## src/rtl/proc_inst_queue.sv

```systemverilog
// proc_inst_queue: decoupling instruction queue between fetch (F) and
// decode (D) of the TinyRV1 processor. Holds {pc, inst} pairs in a small
// circular buffer and hands them to decode in FIFO order with val/rdy.
// A squash flushes every entry on a downstream redirect.
//
// Optional feature: define PROC_INST_QUEUE_BYPASS_EN to let an entry
// arriving at an empty queue be presented to decode in the same cycle.
// Without it, ready/valid come only from state and nothing on enq_*
// reaches deq_* combinationally.
module proc_inst_queue #(
  parameter int DEPTH = 2
) (
  input  logic                       clk,
  input  logic                       rst,
  input  logic                       enq_val,
  output logic                       enq_rdy,
  input  logic [31:0]                enq_pc,
  input  logic [31:0]                enq_inst,
  output logic                       deq_val,
  input  logic                       deq_rdy,
  output logic [31:0]                deq_pc,
  output logic [31:0]                deq_inst,
  input  logic                       squash,
  output logic [$clog2(DEPTH+1)-1:0] count
);

  localparam int PW = $clog2(DEPTH);
  localparam int CW = $clog2(DEPTH + 1);

  // Each entry packs the pc in the upper word and the instruction below it.
  logic [63:0]   mem [DEPTH];
  logic [PW-1:0] wr_ptr;
  logic [PW-1:0] rd_ptr;
  logic [CW-1:0] count_q;

  logic is_empty;
  logic is_full;
  logic bypass;
  logic wr_en;
  logic rd_en;

  // Full and empty are told apart only by the occupancy counter, because
  // the pointers look identical in both cases.
  assign is_empty = (count_q == '0);
  assign is_full  = (count_q == CW'(DEPTH));
  assign enq_rdy  = ~is_full;
  assign count    = count_q;

`ifdef PROC_INST_QUEUE_BYPASS_EN
  // An empty queue may forward the incoming entry straight to decode.
  assign bypass = is_empty & enq_val & ~squash;
`else
  assign bypass = 1'b0;
`endif

  // An entry handed over through the bypass is consumed and never stored.
  // A squash discards whatever fetch offers in that cycle.
  assign wr_en = enq_val & enq_rdy & ~squash & ~(bypass & deq_rdy);
  assign rd_en = deq_rdy & ~is_empty;

  // Present the head entry, the bypassed entry, or zeros when nothing is valid.
  always_comb begin
    deq_val  = 1'b0;
    deq_pc   = 32'h0;
    deq_inst = 32'h0;
    if (!is_empty) begin
      deq_val  = 1'b1;
      deq_pc   = mem[rd_ptr][63:32];
      deq_inst = mem[rd_ptr][31:0];
    end else if (bypass) begin
      deq_val  = 1'b1;
      deq_pc   = enq_pc;
      deq_inst = enq_inst;
    end
  end

  // Storage array; contents carry no reset since pointers define validity.
  always_ff @(posedge clk) begin
    if (wr_en) begin
      mem[wr_ptr] <= {enq_pc, enq_inst};
    end
  end

  // Pointers and occupancy: reset beats squash, squash beats transfers.
  always_ff @(posedge clk) begin
    if (rst) begin
      wr_ptr  <= '0;
      rd_ptr  <= '0;
      count_q <= '0;
    end else if (squash) begin
      wr_ptr  <= '0;
      rd_ptr  <= '0;
      count_q <= '0;
    end else begin
      if (wr_en) begin
        wr_ptr <= wr_ptr + PW'(1);
      end
      if (rd_en) begin
        rd_ptr <= rd_ptr + PW'(1);
      end
      case ({wr_en, rd_en})
        2'b10:   count_q <= count_q + CW'(1);
        2'b01:   count_q <= count_q - CW'(1);
        default: count_q <= count_q;
      endcase
    end
  end

endmodule

```

## config.mk

```make
export PLATFORM = sky130hd
export DESIGN_NAME = proc_inst_queue
export DESIGN_NICKNAME = d
export VERILOG_FILES = /design/src/rtl/proc_inst_queue.sv
export SDC_FILE = /design/constraint.sdc
export NUM_CORES = 1
export LEC_CHECK = 0
export ABC_CLOCK_PERIOD_IN_PS = 3900
export BUFFER_PORTS_ARGS = -buffer_cell sky130_fd_sc_hd__buf_2
export CAP_MARGIN = 5
export CORE_MARGIN = 2
export CORE_UTILIZATION = 47
export DETAILED_ROUTE_END_ITERATION = 10
export GPL_ROUTABILITY_DRIVEN = 0
export PLACE_DENSITY = 0.77
export SYNTH_ARGS = -nofsm -noshare
export SYNTH_HDL_FRONTEND = slang
export SYNTH_SLANG_ARGS = --single-unit
```

## constraint.sdc

```tcl
create_clock -name clk -period 3.9 [get_ports clk]
set_clock_uncertainty 0.1 [all_clocks]
set_input_delay 0.39 -clock clk [delete_from_list [all_inputs] [get_ports clk]]
set_output_delay 0.39 -clock clk [all_outputs]
set_load 0.05 [all_outputs]
```

==> summary.txt <==
Run status
  • Status: complete, no violations

Clock network
  • Root Driver: clkbuf_8
  • Hold buffer count at cts: 64
  • H-tree levels: 4
  • Clock sink count: 133
  • Post-CTS sizing: 0
  • CTS tree: built
  • Clock transition at path regs: 0.06 ns
  • Worst-case clock buffer depth: 2
  • CTS Buf Count: 17
  • # Post-CTS Setup Buffers: 0
  • Clk_lat worst skew: 0.51 ns

Layout
  • Commonest non-fill, non-tap cell in the layout: buf_2
  • Post-route cell area: 0.00711 mm^2
  • Share of cells above drive strength 1: 33.8%
  • P&R area growth vs syn: 41.1%
  • Final Non-Filler Cells: 656
  • Ant diodes: 0
  • Commonest cells after routing, fill and taps aside: buf_2 (136), edfxtp_1 (128), nor2_1 (67)
  • Final design utilization: 68.6%
  • Nets: 578

Timing
  • Fin. Hold Viols: 0
  • # setup viols final: 0
  • Slew @ Worst Pin: 1.11 ns
  • Tmin final: 2.86 ns
  • Unrepaired setup endpoints after global routing: false
  • Max-slew violations: 0
  • Total negative slack: 0 ns
  • Hold_ws: 0.0726 ns
  • FMAX: 0.350 GHz
  • Rel. slew slack: 26.1%
  • Post-route setup slack: 1.04 ns
  • Final worst path period share: 73.4%

Synthesis
  • Cell area after synthesis: 0.00504 mm^2
  • Library cells used by synthesis: 19
  • Mean Syn Cell Area: 16.9 um^2
  • Synth Net Count: 368
  • Yosys warns: 0
  • Syn Inst Count: 298
  • Register area share after synthesis: 78.3%
  • Synth Register Bits: 133

Floorplanning
  • Die W: 108 um
  • Site Rows: 37
  • Initial Util: 48.6%
  • Core area: 0.0104 mm^2
  • Die height: 108 um
  • Top Ports: 137
  • Die area: 0.0116 mm^2

Power
  • Seq pwr share: 46.4%
  • Leakage power: 2.71 nW
  • Internal power component: 2.75 mW
  • P_sw: 0.761 mW
  • Pwr Total: 3.51 mW
  • Worst IR Drop VDD: 0.314 mV
  • Comb power frac: 8.2%
  • Clk pwr share: 45.4%
  • Power Dens Cells: 494 mW/mm^2
  • Net Sw Frac: 21.7%

Placement
  • DP Worst Slack: 1.56 ns
  • PortBufs: 136
  • Final HPWL from detailed placement: 5750 um
  • Placed Area: 0.00587 mm^2
  • Cells after DPL: 561

Detailed routing
  • Drt first pass iters: 4
  • Initial DRC count: 162
  • Total Wirelength: 9820 um
  • Via Count: 3182
  • Post-route ant nets: 0
  • DRC Markers: 0
  • Vias per cell: 4.85
  • Post-DR wirelength/cell: 15.0 um

Global routing
  • Vias in the first global route: 3235
  • Global Route Usage Sum: 17.6%
  • Grt total ovfl: 0
  • Global-route wire length before repair: 15100 um
  • Number of antenna violations at the first check in global routing: 0
  • Pin count of the biggest net entering global routing: 65

Job
  • Max-cap violations: 0

Critical path
  • Reg2reg end: count[1]$_SDFFE_PP0P_
  • Worst r2r src: count[0]$_SDFFE_PP0P_
  • Crit. Startpoint: count[0]$_SDFFE_PP0P_
  • Critical Path Sink: deq_pc[14]
  • Worst Path Required: 3.41 ns
  • CP Class: reg -> out
  • Crit path launch type: register
  • R2R setup slack: 1.90 ns
  • CP endpoint kind: output pin
  • WP data arrival: 2.37 ns
  • Worst reg2reg path depth: 5
  • Crit path max fanout: 35

Min path
  • Worst hold path class: in -> reg
==> layout make-up <==
type | count | area (um^2)
flip-flops and latches | 133 | 3950
clock inverters | 14 | 186
repair buffers | 205 | 1360
clock buffers | 17 | 414
fillers | 704 | 3260
multi-input cells | 148 | 1020
inverters | 3 | 11.3
well taps | 136 | 170
==> layer usage <==
layer	part of all wire (%)	track usage, %
met4	1.4	6.14
met5	0	0
met3	5.5	5.57
met2	53	31.4
met1	40	19.9
==> flip-flops by register name, indices dropped and copies added (netlist names), named ones only <==
name    flops
count       2
mem       128
rd_ptr      1
wr_ptr      1
==> power groups by stage <==
stage / combinational [mW] / clock [mW] / sequential (mW)
finish: 0.288 / 1.60 / 1.63
global route: 0.308 / 1.68 / 1.63
CTS: 0.288 / 1.62 / 1.63
detailed placement: 0.237 / 0 / 1.66
global placement: 0.232 / 0 / 1.66
floorplan: 0.154 / 0 / 1.66
==> cells in the mapped netlist (all sizes together) <==
master | instances | area (um^2)
a21oi | 2 | 10.0
clkbuf | 1 | 3.75
or3 | 1 | 6.26
buf | 13 | 80.1
nor2 | 70 | 263
o21ai | 2 | 10.0
a21o | 1 | 7.51
inv | 3 | 11.3
nand3 | 1 | 5.00
nand2b | 1 | 6.26
xnor2 | 1 | 8.76
xor2 | 2 | 17.5
edfxtp | 128 | 3840
dfxtp | 5 | 100
mux2i | 64 | 641
nand3b | 1 | 7.51
ha | 1 | 12.5
or2 | 1 | 6.26
==> worst min path at each step <==
stage	slack, ns	endpoint	start	depth (start not counted)
after global placement	0.39	rd_ptr$_SDFFE_PP0P_	rd_ptr$_SDFFE_PP0P_	2
after floorplan	0.37	register	rd_ptr$_SDFFE_PP0P_	2
after CTS	0.05	wr_ptr$_SDFFE_PP0P_	enq_val	3
after global routing	0.08	wr_ptr$_SDFFE_PP0P_	enq_val	3
after detailed placement	0.40	register	rd_ptr$_SDFFE_PP0P_	2
final	0.07	wr_ptr$_SDFFE_PP0P_	enq_val	3
==> kinds of logic (layout without fill, tap and decap cells) <==
group	Yosys count	count (layout)	synth area share, %
AOI/OAI and AO/OA	5	5	0.546
xor gates and xnor gates	3	3	0.521
adders and majority gates	1	1	0.248
buffers and inverters	17	239	1.89
DFF	133	133	78.3
muxes	64	64	12.7
and+or+nand+nor	75	75	5.83
==> critical path, stage by stage (launching register included) <==
cell and delay, ns:
dfxtp_1 0.38, nor2_4 0.66, buf_4 0.44, nor2_1 0.12, buf_2 0.23
Power figures use the tool's default switching activity.
